$ cat src/rtl/jtframe_romrq_arb.sv
// Round-robin arbiter: up to four ROM request slots share one SDRAM read port.
// Each grant is a 2-word burst returned through a registered data path; stalled bursts time out.
module jtframe_romrq_arb #(
    parameter int SLOTS  = 4,
    parameter int SDRAMW = 22,
    parameter int TOUT   = 63
)(
    input  logic                     clk,
    input  logic                     rst_n,
    input  logic [SLOTS-1:0]         slot_req,
    input  logic [SLOTS*SDRAMW-1:0]  slot_addr,
    output logic [SLOTS-1:0]         slot_we,
    output logic                     slot_dst,
    output logic                     slot_din_ok,
    output logic [15:0]              slot_din,
    output logic                     sdram_req,
    output logic [SDRAMW-1:0]        sdram_addr,
    input  logic                     sdram_ack,
    input  logic                     sdram_dok,
    input  logic [15:0]              sdram_din,
    output logic                     err
);
    localparam int IW = (SLOTS > 1) ? $clog2(SLOTS) : 1;
    localparam int TW = $clog2(TOUT + 1);

    typedef enum logic [2:0] {IDLE, REQ, W0, W1, END} state_t;

    state_t              state_reg, state_next;
    logic [IW-1:0]       last_reg, last_next;
    logic [IW-1:0]       grant_reg, grant_next;
    logic [TW-1:0]       timer_reg, timer_next;
    logic [TW-1:0]       tinc;
    logic                timeout, abort;

    logic [SLOTS-1:0]    we_next;
    logic                req_next, dst_next, din_ok_next, err_next;
    logic [SDRAMW-1:0]   addr_next;
    logic [15:0]         din_next;

    logic [SDRAMW-1:0]   addr_arr [SLOTS];
    logic                found;
    logic [IW-1:0]       win;
    int                  cand;

    for (genvar gi = 0; gi < SLOTS; gi++) begin : g_addr
        assign addr_arr[gi] = slot_addr[gi*SDRAMW +: SDRAMW];
    end

    // Search begins one past the last completed grant so every slot gets its turn.
    always_comb begin
        cand  = 0;
        found = 1'b0;
        win   = '0;
        for (int k = 1; k <= SLOTS; k++) begin
            cand = (int'(last_reg) + k) % SLOTS;
            if (!found && slot_req[IW'(cand)]) begin
                found = 1'b1;
                win   = IW'(cand);
            end
        end
    end

    always_comb begin
        state_next  = state_reg;
        last_next   = last_reg;
        grant_next  = grant_reg;
        timer_next  = timer_reg;
        we_next     = slot_we;
        req_next    = sdram_req;
        addr_next   = sdram_addr;
        din_next    = slot_din;
        dst_next    = 1'b0;
        din_ok_next = 1'b0;
        err_next    = 1'b0;
        abort       = 1'b0;
        tinc        = timer_reg + 1'b1;
        timeout     = (tinc == TW'(TOUT));

        case (state_reg)
            IDLE: begin
                if (found) begin
                    grant_next = win;
                    addr_next  = addr_arr[win];
                    we_next    = SLOTS'(1) << win;
                    req_next   = 1'b1;
                    timer_next = '0;
                    state_next = REQ;
                end
            end
            REQ: begin
                timer_next = tinc;
                if (timeout) begin
                    abort = 1'b1;
                end else if (sdram_ack) begin
                    req_next = 1'b0;
                    if (sdram_dok) begin
                        din_next   = sdram_din;
                        dst_next   = 1'b1;
                        state_next = W1;
                    end else begin
                        state_next = W0;
                    end
                end
            end
            W0: begin
                timer_next = tinc;
                if (timeout) begin
                    abort = 1'b1;
                end else if (sdram_dok) begin
                    din_next   = sdram_din;
                    dst_next   = 1'b1;
                    state_next = W1;
                end
            end
            W1: begin
                timer_next = tinc;
                // A last word arriving on the timeout cycle still completes the burst.
                if (sdram_dok) begin
                    din_next    = sdram_din;
                    din_ok_next = 1'b1;
                    state_next  = END;
                end else if (timeout) begin
                    abort = 1'b1;
                end
            end
            END: begin
                we_next    = '0;
                last_next  = grant_reg;
                state_next = IDLE;
            end
            default: state_next = IDLE;
        endcase

        // Aborted bursts leave the pointer alone so the same slot is first in line again.
        if (abort) begin
            we_next    = '0;
            req_next   = 1'b0;
            err_next   = 1'b1;
            state_next = IDLE;
        end
    end

    always_ff @(posedge clk or negedge rst_n) begin
        if (!rst_n) begin
            state_reg   <= IDLE;
            last_reg    <= IW'(SLOTS - 1);
            grant_reg   <= '0;
            timer_reg   <= '0;
            slot_we     <= '0;
            sdram_req   <= 1'b0;
            sdram_addr  <= '0;
            slot_din    <= '0;
            slot_dst    <= 1'b0;
            slot_din_ok <= 1'b0;
            err         <= 1'b0;
        end else begin
            state_reg   <= state_next;
            last_reg    <= last_next;
            grant_reg   <= grant_next;
            timer_reg   <= timer_next;
            slot_we     <= we_next;
            sdram_req   <= req_next;
            sdram_addr  <= addr_next;
            slot_din    <= din_next;
            slot_dst    <= dst_next;
            slot_din_ok <= din_ok_next;
            err         <= err_next;
        end
    end
endmodule

$ cat config.mk
export PLATFORM = sky130hd
export DESIGN_NAME = jtframe_romrq_arb
export DESIGN_NICKNAME = d
export VERILOG_FILES = /design/src/rtl/jtframe_romrq_arb.sv
export SDC_FILE = /design/constraint.sdc
export NUM_CORES = 1
export LEC_CHECK = 0
export CAP_MARGIN = 5
export CORE_MARGIN = 3
export CORE_UTILIZATION = 37
export CTS_CLUSTER_DIAMETER = 50
export DETAILED_ROUTE_END_ITERATION = 6
export PLACE_DENSITY = 0.72
export RECOVER_POWER = 25
export SYNTH_ARGS = -nofsm -noshare
export SYNTH_HDL_FRONTEND = slang
export SYNTH_SLANG_ARGS = --single-unit
$ cat constraint.sdc
create_clock -name clk -period 6.4 [get_ports clk]
set_clock_uncertainty 0.1 [all_clocks]
set_input_delay 1.28 -clock clk [delete_from_list [all_inputs] [get_ports clk]]
set_output_delay 1.28 -clock clk [all_outputs]
set_load 0.03 [all_outputs]
==> reports/summary.md, run 1 <==
The flow ran to the end, but the final reports show violations. The final reports fail on max-capacitance violations, max-slew violations. The number of buffers and inverters on the critical path is 2.

The setup path with the least slack is of type primary input to asynchronous set/reset pin. In this run the cell area of the synthesized design comes to 0.00344 sq mm. The total count of max-transition violations in the final report came out at 60. The logs give 593 for the final-stage net count and 0.430 for the share of the yosys chip area belonging to registers.

The first global-routing pass estimated 14.6 mm of wire. The tools report the sort of element at the end of the critical path as an asynchronous set/reset pin. After detailed routing, the number of remaining DRC violations is 0. The overall die width was 102 um; the wire length on met1 was 4.00 mm.

Setup violations remaining at the end of the flow were counted as 0. For the number of H-tree levels, the log shows 3. Top-area cell type share of the netlist area: 0.415.

The headroom to the max-slew limit was -1.09; the adder and majority gate portion of the synthesized area was 0.00728. Traced cell by cell, the critical path runs through buf_2 > clkbuf_1. The number of top-level pins was 158.

Wire segments on met2 add up to 4.81 mm in the final route. The maximum clock frequency is 253 MHz. For this design, the CTS-stage hold fixing added 0 buffers. The deepest clock path buffer count came out at 2.

For this block, the via count after detailed routing is 3,003. The class of the tightest hold or removal check is flip-flop to flip-flop. The later pin in the worst-skew pair is clocked with a latency of 0.32 ns. Setup repair after global routing left no endpoint under its margin. Share of synthesized cell area in and, or, nand and nor gates: 0.158. The via count of the first global-routing pass came out at 2,991. The final-report hold violation count came out at 0.

Top layer used by detailed routing: met4. The family of cells with the greatest summed delay on the critical path was buffers and inverters. Among all flip-flop cells after synthesis, the most frequent one is dfrtp_1.

For the initial DRC count, the log shows 94. Wires add up to 9.41 mm. The first detailed-routing pass ran for 4 iterations. The flip-flop count of the largest register after layout works out to 22. The overall overflow remaining after global route is 0, and the number of flops mapped to enable cells by yosys is 0. In this run the worst path has a maximum fanout of 59. The run gives 0 as the number of warnings issued by yosys.

Ranked by total cell area, the synthesized netlist is headed by dfrtp_1 41%, mux2_4 8.3%, nand2_1 6.0%. The count of buffers added on input and output ports is 157. The share of post-route cells with drive strength above 1 came out at 0.140. The clock-pin transition on the worst setup and hold timing paths is 0.06 ns. The number of antenna violations at the first check in global routing is 0.

Number of antenna cells inserted: 0. The slowest stage of the critical path belongs to the cell clkbuf_1. The count of nets left with antenna violations once routing finished came out at 0.

The multiplexer share of the synthesized area was 0.161. The floorplan step defined a die boundary enclosing 0.0105 sq mm. Root buffer cell: clkbuf_8. The logs give 59 for the CTS sink count and 0.838 for the placer congestion estimate.

The cell taking the most area after synthesis was dfrtp_1. A synthesized cell averages 10.4 sq um. The starting utilization of the core area was 0.387; the detail-routed via count per cell was 5.07. At the worst endpoint, the required time is 6.03 ns.

The number of register bits inferred by synthesis came out at 59. The xor/xnor cell area share of the yosys netlist came out at 0.00728. TritonCTS built the clock tree. Relative to the synthesized area, the layout overhead comes to 49.9%. In this run the power density over the cells is 462 mW/mm^2.

After clock tree synthesis, the repair step resized 0 gates. Across the VDD grid, the largest voltage drop is 0.285 mV. Wire segments on met3 add up to 494 um in the final route.

The period utilization is 0.618, and the floorplan row count is 34. The number of max-cap violations came out at 1. The pin count of the biggest net entering global routing was 60; the post-route setup TNS was 0 ns.

The kind of start point of the critical path is a primary input. After layout, the minimum clock period comes to 3.96 ns. For this design the static power due to leakage is 2.11 nW.

The slew at the pin with the worst max-slew slack works out to 3.14 ns. After detailed placement, the total cell area comes to 0.00496 sq mm. The final instance area came out at 0.00515 sq mm. The detail-routed net length per standard cell was 15.9 um; the core region area was 0.00889 sq mm.

The number of different library cells used by synthesis comes to 51. Data on the critical path arrives at its endpoint at 3.59 ns. Post-synthesis compound-gate area fraction: 0.175. The logs give 9 for the number of CTS-inserted buffers and 7.06 mm for the post-DP HPWL. Fraction of registers with async set or reset after synthesis: 1.00.

The floorplan step set the die height to 102 um. After technology mapping, the gate count stands at 331. The tools report the all-layer global routing usage as 0.180.

The dominant combinational cell family by area after synthesis is compound AO/OA/AOI/OAI gates. The number of setup buffers added after CTS is 0. Delay of the slowest cell on the worst path: 2.20 ns. Synthesis produced a netlist with a net count of 445.
## cells in the mapped netlist, types with 2 or more instances
| cell | count |
|---|---|
| dfrtp_1 | 57 |
| nand2_1 | 55 |
| nor2_1 | 35 |
| a22oi_1 | 22 |
| mux2_4 | 19 |
| a31oi_1 | 17 |
| mux2_2 | 12 |
| mux2_1 | 10 |
| o21ai_0 | 10 |
| buf_2 | 6 |
| buf_6 | 6 |
| a21oi_1 | 5 |
| a31oi_2 | 5 |
| clkbuf_1 | 5 |
| a22o_1 | 4 |
| inv_1 | 4 |
| nand2b_1 | 4 |
| nand3_1 | 4 |
| nor3_1 | 4 |
| a211oi_1 | 3 |
| a21o_1 | 3 |
| clkbuf_8 | 3 |
| o21ai_1 | 3 |
| buf_12 | 2 |
| dfstp_2 | 2 |
| ha_1 | 2 |
| mux2i_1 | 2 |
| nor2b_1 | 2 |
| nor4_2 | 2 |
| or2b_1 | 2 |
## report_power, final
group,internal (mW),switching (mW)
clock,0.189,0.144
sequential,0.555,0.130
combinational,0.629,0.734
total,1.37,1.01
## metrics by stage
| step | setup slack [ns] | power [mW] | std cells | hold slack (ns) | utilization |
|---|---|---|---|---|---|
| after floorplan | 3.53 | 1.64 | 331 | 0.377 | - |
| after detailed placement | 2.78 | 2.07 | 576 | 0.374 | 0.558 |
| after CTS | 3.13 | 2.41 | 592 | 0.389 | 0.580 |
| after global placement | 2.82 | 2.04 | 576 | 0.367 | 0.558 |
| after global routing | 1.74 | 2.55 | 592 | 0.398 | 0.580 |
| final | 2.44 | 2.38 | 592 | 0.382 | 0.580 |
## layout by cell type, fill, tap and decap left out, types with 5 or more instances in the layout
cell,count
mux2_2,12
clkbuf_8,10
a31oi_1,17
nand2_1,55
dfrtp_1,57
a21oi_1,5
a31oi_2,5
clkdlybuf4s50_1,156
mux2_4,19
nor2_1,35
o21ai_0,10
a22oi_1,22
mux2_1,10
## logic make-up after synthesis
| logic type | after synthesis |
|---|---|
| buffers and inverters | 26 |
| muxes | 43 |
| DFF | 59 |
| AOI/OAI and AO/OA | 81 |
| xor gates and xnor gates | 2 |
| adders and majority gates | 2 |
| and+or+nand+nor | 118 |
## layer usage
metal / vias to the layer above / GRT usage
li1: 1485 / -
met3: 10 / 0.0341
met5: - / 0
met1: 1408 / 0.227
met4: 0 / 0.0595
met2: 100 / 0.310
## cell type report
cell class                 instances  area, sq um
fill                             787         3740
multi-input combinational        246         1750
timing repair buffer             159         1580
sequential                        59         1480
clock buffer                      11          141
tap                              108          135
clock inverter                     5         52.6
inverter                           4         15.0
## final timing paths
check,to,start,slack [ns],depth (start not counted)
min reg2reg,slot_din[14]$_DFFE_PN0P_,slot_din[14]$_DFFE_PN0P_,0.38,1
max reg2reg,grant_reg[1]$_DFFE_PN0P_,state_reg[2]$_DFFE_PN0P_,3.77,3
max,sdram_addr[3]$_DFFE_PN0P_,rst_n,2.44,2
min in group asynchronous,timer_reg[1]$_DFFE_PN0P_,rst_n,1.99,2
min,slot_din[14]$_DFFE_PN0P_,slot_din[14]$_DFFE_PN0P_,0.38,1
max in group clk,grant_reg[1]$_DFFE_PN0P_,slot_req[3],3.12,4
Note: power is estimated with default switching activity, not from simulation.
==> inputs of run 2 (changes only) <==
==> constraint.sdc (replaced) <==
create_clock -name clk -period 4.11 [get_ports clk]
set_clock_uncertainty 0.1 [all_clocks]
set_input_delay 0.822 -clock clk [delete_from_list [all_inputs] [get_ports clk]]
set_output_delay 0.822 -clock clk [all_outputs]
set_load 0.03 [all_outputs]
==> run 2 against run 1 <==
  * The run still ends with max-capacitance violations, max-slew violations left
  * First-iteration DRC count grew 49%
  * Largest power group unchanged
  * Sequential power grew 56%
  * Clock power grew 48%
  * Sequential share of layout area shrank 0.063 points
  * Register-to-register slack lost 1.9 ns
  * Total power grew 56%
  * Critical path type is now primary input to flip-flop
  * Cell count grew 0.34%
  * Global-route usage grew 0.51 points
  * Die area is the same
  * Hold slack gained 0.011 ns
==> reports/summary.md, run 2 (synthesis gave the netlist of run 1 again) <==
The tools report the total wire length after detailed routing as 9.72 mm (+3.2%). The flow ran to the end, but the final reports show violations. For the total power consumption of the routed design, the log shows 3.71 mW (+56%). The total die area came out at 0.0105 sq mm (unchanged). The logs give 15.0 mm (+2.5%) for the wire length of the first global-routing pass and 4 (unchanged) for the detailed-router iteration count before antenna repair.

The highest fanout seen on the critical path came out at 21 (-64%). STA classifies the critical path endpoint as a flip-flop. In the layout the commonest cells are 155 x clkdlybuf4s50_1, 57 x dfrtp_1, 55 x nand2_1. The DRC violation count after routing is 0 (unchanged). TritonCTS built the clock tree. The headroom to the max-slew limit came out at -0.273 (+0.817). Number of antenna violations at the first check in global routing: 0 (unchanged). Kind of start point of the critical path: a primary input.

The floorplan row count is 34 (unchanged). The count of input and output buffers was 157 (unchanged); the endpoint required time on the critical path was 4.26 ns (-1.77 ns). The placer congestion estimate is 0.886 (+5.6%), and the final-layout worst hold slack is 0.393 ns (+0.0108 ns). By startpoint and endpoint, the worst setup path is classified as primary input to flip-flop.

The deepest clock path buffer count is 2 (unchanged), and the area growth from synthesis to final layout is 50.3%. The worst endpoint data arrival time is 3.04 ns (-0.55 ns), and the detail-routed net length per standard cell is 16.4 um (+2.9%). The clock latency on the worst-skew pair is 0.33 ns (about the same), and the instance area after placement is 0.00498 sq mm (+0.30%). The count of non-filler cells in the finished layout is 594 (+0.34%). The cell area power density came out at 718 mW/mm^2 (+55%). The final-report hold violation count is 0 (unchanged), and the overall die width is 102 um (unchanged).

The peak ir drop on the vdd network was 0.276 mV (-3.2%). The final instance area was 0.00517 sq mm (+0.22%); the via count of the first global-routing pass was 3,063 (+2.4%). Flip-flop count of the largest register after layout: 22 (unchanged). The tools report the number of top-level pins as 158 (unchanged). The startpoint identified for the worst hold timing path is slot_din[8]$_DFFE_PN0P_. The class of the tightest hold or removal check is flip-flop to flip-flop. For the count of nets left with antenna violations after detail routing, the log shows 0 (unchanged). Final-stage net count: 595 (+0.34%).

The count of filler cells inserted in the layout is 802 (+1.9%). Number of instances resized during post-cts repair: 0 (unchanged). The checks that failed: max-capacitance violations, max-slew violations.

The maximum clock frequency came out at 347 MHz. The number of cell instances on the worst register-to-register path is 6 (+3). Capture endpoint of the worst hold path: slot_din[8]$_DFFE_PN0P_. The total count of max-transition violations in the final report is 37 (-38%), and the slack of the worst reg-to-reg path is 1.83 ns (-1.94 ns). The total placed cells including tap cells was 578 (+0.35%); the setup violation total in the final timing report was 0 (unchanged). The library cell used most frequently in the layout, excluding fill and tap cells, is clkdlybuf4s50_1.

The cell depth of the worst min-delay path was 1 (unchanged); the share of post-route cells with drive strength above 1 was 0.146 (+0.00559). For the count of buffers added by post-CTS timing repair for setup, the log shows 0 (unchanged). The post-route setup TNS came out at 0 ns (unchanged). The period utilization is 0.701, and the number of H-tree levels is 3 (unchanged). The overall overflow remaining after global route came out at 0 (unchanged).

The clock-pin transition on the worst setup and hold timing paths is 0.08 ns (+0.02 ns), and the starting utilization of the core area is 0.387 (unchanged). The worst register-to-register path ends at sdram_addr[15]$_DFFE_PN0P_. The die height came out at 102 um (unchanged). The run gives 9 (unchanged) as the number of CTS-inserted buffers.

For the initial DRC count, the log shows 140 (+49%). The clock period minus worst slack works out to 2.88 ns. The startpoint identified for the worst register-to-register timing path is last_reg[0]$_DFFE_PN1P_.

The number of max-cap violations is 1 (unchanged). The all-layer global routing usage is 0.185 (+0.00506), and the pin count of the biggest net entering global routing is 37 (-38%). The total leakage power is 2.12 nW (about the same), and the core region area is 0.00889 sq mm (unchanged). The detail-routed via count per cell is 5.14 (+1.3%). The slew at the pin with the worst max-slew slack is 1.91 ns (-1.23 ns). The number of antenna cells inserted was 0 (unchanged). In this run the clock root is driven by a clkbuf_8. The CTS sink count is 59 (unchanged), and the post-DP HPWL is 7.52 mm (+6.6%).

Setup repair after global routing left no endpoint under its margin. Total via count after detailed routing: 3,052 (+1.6%). The run gives 0 (unchanged) as the count of hold buffers inserted by post-cts repair.
-- run 2: area by class of cell --
class,count,area (sq um),share of cell area
clock buffers,10,138,0.0266
flip-flops and latches,59,1480,0.286
clock inverters,6,50.0,0.00969
repair buffers,161,1600,0.309
inverters,4,15.0,0.00291
multi-input cells,246,1750,0.340
well taps,108,135,0.0262
-- run 2: worst max-delay path by stage --
stage,from,to,slack (ns),cells past startpoint
after global routing,slot_req[3],sdram_addr[15]$_DFFE_PN0P_,1.11,7
after floorplan,slot_req[3],sdram_addr[1]$_DFFE_PN0P_,1.70,7
final,slot_req[3],sdram_addr[15]$_DFFE_PN0P_,1.23,7
after global placement,slot_req[3],sdram_addr[15]$_DFFE_PN0P_,0.94,7
after detailed placement,slot_req[3],sdram_addr[5]$_DFFE_PN0P_,0.89,7
after CTS,slot_req[3],sdram_addr[5]$_DFFE_PN0P_,1.24,7
-- run 2: report_power, final --
| part | switching, mW | leakage, nW | internal [mW] |
|---|---|---|---|
| combinational | 1.16 | 1.33 | 0.992 |
| sequential | 0.206 | 0.698 | 0.862 |
| clock | 0.250 | 0.0891 | 0.240 |
-- run 2: layer usage --
metal  track usage  wire [um]
met1         0.232       4180
met2         0.319       4860
met3        0.0321        500
met4        0.0686        179
met5             0          0
-- run 2: through the flow --
step / setup slack, ns / utilization
global route: 1.11 / 0.581
detailed placement: 0.886 / 0.560
floorplan: 1.70 / -
CTS: 1.24 / 0.581
finish: 1.23 / 0.581
global placement: 0.944 / 0.560
-- run 2: critical path, cell delays in order --
cell	delay [ns]
clkdlybuf4s50_1	0.58
nor2b_4	0.23
o21a_1	0.22
nor3_4	0.22
buf_4	0.40
mux2_2	0.38
a31oi_1	0.15
==> inputs of run 3 (changes only) <==
==> constraint.sdc (replaced) <==
create_clock -name clk -period 2.95 [get_ports clk]
set_clock_uncertainty 0.1 [all_clocks]
set_input_delay 0.59 -clock clk [delete_from_list [all_inputs] [get_ports clk]]
set_output_delay 0.59 -clock clk [all_outputs]
set_load 0.03 [all_outputs]
==> run 3 against run 2 <==
  * The run now ends clean
  * Critical endpoint is now sdram_addr[10]$_DFFE_PN0P_
  * Routed wire length fell by 1.6%
  * Sequential cell count is the same
  * Final area is 0.65% higher
  * First-iteration DRC count down 26%
  * Largest cell class unchanged
==> reports/summary.md, run 3 (synthesis gave the netlist of run 1 again) <==
The worst setup path is captured at a flip-flop. The placer congestion estimate is 0.826 (-6.7%). The period utilization was 0.848; the total via count after detailed routing was 3,051 (-0.033%). The headroom to the max-slew limit came out at 0.246 (+0.519).

In this run the worst hold path is classified as primary input to asynchronous set/reset pin. The origin of the critical flop-to-flop path was timer_reg[0]$_DFFE_PN0P_. For the all-layer global routing usage, the log shows 0.183 (-0.00173). For the final instance area, the log shows 0.00520 sq mm (+0.65%).

In the layout the commonest cells are 156 x clkdlybuf4s50_1, 57 x dfrtp_1, 55 x nand2_1. The number of antenna cells inserted was 0 (unchanged). The tools report the final-stage net count as 600 (+0.84%). Compared with the post-synthesis result, the final layout area differs by 51.2%. For the setup violation total in the final timing report, the log shows 0 (unchanged). The slowest stage of the critical path is the o221a_2 cell. The area occupied by registers came out at 0.00148 sq mm (unchanged). The wire length of the first global-routing pass is 15.0 mm (-0.23%), and the endpoint required time on the critical path is 3.09 ns (-1.17 ns). The flow ran to the end, and the final reports show no timing, DRC or antenna violations. The peak ir drop on the vdd network came out at 0.640 mV (+130%). Number of max-cap violations: 0 (-1). The via count of the first global-routing pass is 3,095 (+1.0%). The core region area is 0.00889 sq mm (unchanged), and the met1 track demand over resource in global routing is 0.225 (-0.00742). The clock-pin transition on the worst setup and hold timing paths was 0.07 ns (about the same). The slew at the pin with the worst max-slew slack was 1.13 ns (-0.779 ns); the instance area after placement was 0.00503 sq mm (+1.0%). The start-to-end type of the worst setup path was primary input to flip-flop. The tools report the root buffer cell as clkbuf_8. The buffer and inverter count on the worst path is 1 (-1).

The final-report hold violation count came out at 0 (unchanged). The met2 routing resource usage after global routing was 0.320 (+0.00150). The tools report the kind of start point of the critical path as a primary input. The total leakage power was 2.14 nW (+1.3%); the floorplan row count was 34 (unchanged). Subtracting the final worst setup slack from the clock period gives 2.50 ns. For the total count of max-transition violations in the final report, the log shows 0 (-100%).

The worst endpoint data arrival time was 2.65 ns (-0.39 ns); the count of filler cells inserted in the layout was 789 (-1.6%). The number of H-tree levels was 3 (unchanged). Flip-flop count of the largest register after layout: 22 (unchanged).

The deepest clock path buffer count is 2 (unchanged). In this run the worst setup path begins at slot_req[1]. The count of non-filler cells in the finished layout is 598 (+0.67%). Number of cell instances on the worst register-to-register path: 6 (unchanged). The detail-routed net length per standard cell came out at 16.0 um (-2.3%).

After global routing, the most crowded layer is met2. The total wire length after detailed routing came out at 9.56 mm (-1.6%). The tools report the count of hold buffers inserted by post-cts repair as 0 (unchanged). The most common cell after layout, fill and taps aside was clkdlybuf4s50_1. The worst register-to-register path ends at slot_din[2]$_DFFE_PN0P_. Starting utilization of the core area: 0.387 (unchanged). The count of buffers added by post-CTS timing repair for setup was 0 (unchanged); the DRC violation count after routing was 0 (unchanged).

The share of post-route cells with drive strength above 1 is 0.147 (+0.000848). The highest fanout seen on the critical path was 31 (+48%). TritonCTS built the clock tree. The total placed cells including tap cells is 583 (+0.87%), and the multi-input logic area is 0.00175 sq mm (unchanged).

Grouping stages by cell kind, the critical path spends the most delay in compound AO/OA/AOI/OAI gates. The run gives 0.33 ns (about the same) as the clock latency on the worst-skew pair. The signal on the critical path passes through clkdlybuf4s50_1 > o21ai_1 > o221a_2 > nand2_1 > mux2_4 > a31oi_1. The initial DRC count was 103 (-26%).

Static timing analysis puts the maximum clock frequency at 400 MHz. The CTS sink count was 59 (unchanged); the detailed-router iteration count before antenna repair was 4 (unchanged). The post-DP HPWL came out at 7.38 mm (-1.9%). Cell area power density: 995 mW/mm^2 (+39%).

The run gives 158 (unchanged) as the number of top-level pins. The die height is 102 um (unchanged). The overall die width was 102 um (unchanged); the detail-routed via count per cell was 5.10 (-0.70%). The pin count of the biggest net entering global routing was 32 (-14%). Setup repair after global routing left no endpoint under its margin. The total die area is 0.0105 sq mm (unchanged), and the number of antenna violations at the first check in global routing is 0 (unchanged).

The slack of the worst reg-to-reg path was 0.69 ns (-1.14 ns). The run gives 0 (unchanged) as the overall overflow remaining after global route. The post-route setup TNS was 0 ns (unchanged); the number of CTS-inserted buffers was 9 (unchanged). The count of input and output buffers was 157 (unchanged); the delay of the slowest cell on the worst path was 0.63 ns (+0.05 ns). The tools report the global-route met3 utilization as 0.0328 (+0.000683). The run gives 0 (unchanged) as the count of nets left with antenna violations after detail routing. The number of instances resized during post-cts repair came out at 0 (unchanged). The cell depth of the worst setup path was 6 (-1).

The total power consumption of the routed design was 5.17 mW (+40%).
==> run 3: cell types whose count changed in the layout (fill, tap and decap cells not counted), sizes merged <==
cell,delta
clkdlybuf4s50,+1
inv,-1
clkbuf,+5
dlygate4sd3,-1
clkinv,-1
clkinvlp,-2
buf,+3
==> run 3: report_power, final <==
| group | switching (mW) | internal, mW |
|---|---|---|
| Clock | 0.303 | 0.367 |
| Sequential | 0.283 | 1.20 |
| Combinational | 1.61 | 1.41 |
| Total | 2.19 | 2.98 |
==> run 3: routing by layer <==
layer | vias to the layer above | routed length, um
met5 | - | 0
met4 | 0 | 90
met1 | 1456 | 4040
li1 | 1497 | -
met3 | 6 | 453
met2 | 92 | 4980
==> run 3: per-stage QoR <==
stage,hold WS [ns],worst slack [ns],util
after floorplan,0.194,0.770,-
after global placement,0.368,0.215,0.566
after detailed placement,0.376,0.111,0.566
after CTS,0.103,0.461,0.586
after global routing,0.398,0.207,0.585
final,0.338,0.447,0.585
==> run 3: final cells by class <==
class,count,share of cell area
inverter,4,0.00289
sequential,59,0.284
multi-input combinational,246,0.337
clock buffer,13,0.0325
timing repair buffer,166,0.315
clock inverter,2,0.00192
tap,108,0.0260
==> run 3: worst max path at each step <==
stage                     slack [ns]                         end
final                           0.45  sdram_addr[10]$_DFFE_PN0P_
after global routing            0.21  sdram_addr[18]$_DFFE_PN0P_
after CTS                       0.46  sdram_addr[10]$_DFFE_PN0P_
after detailed placement        0.11  sdram_addr[10]$_DFFE_PN0P_
after global placement          0.21  sdram_addr[13]$_DFFE_PN0P_
after floorplan                 0.77   sdram_addr[1]$_DFFE_PN0P_
==> run 3: worst register-to-register path: cells and delay by family, from the launching register on <==
kind            cells  cell delay (ns)
flops               1             0.43
fa+ha+maj           1             0.26
xor+xnor            1             0.17
mux                 1             0.41
compound gates      2             0.62
simple gates        1             0.15
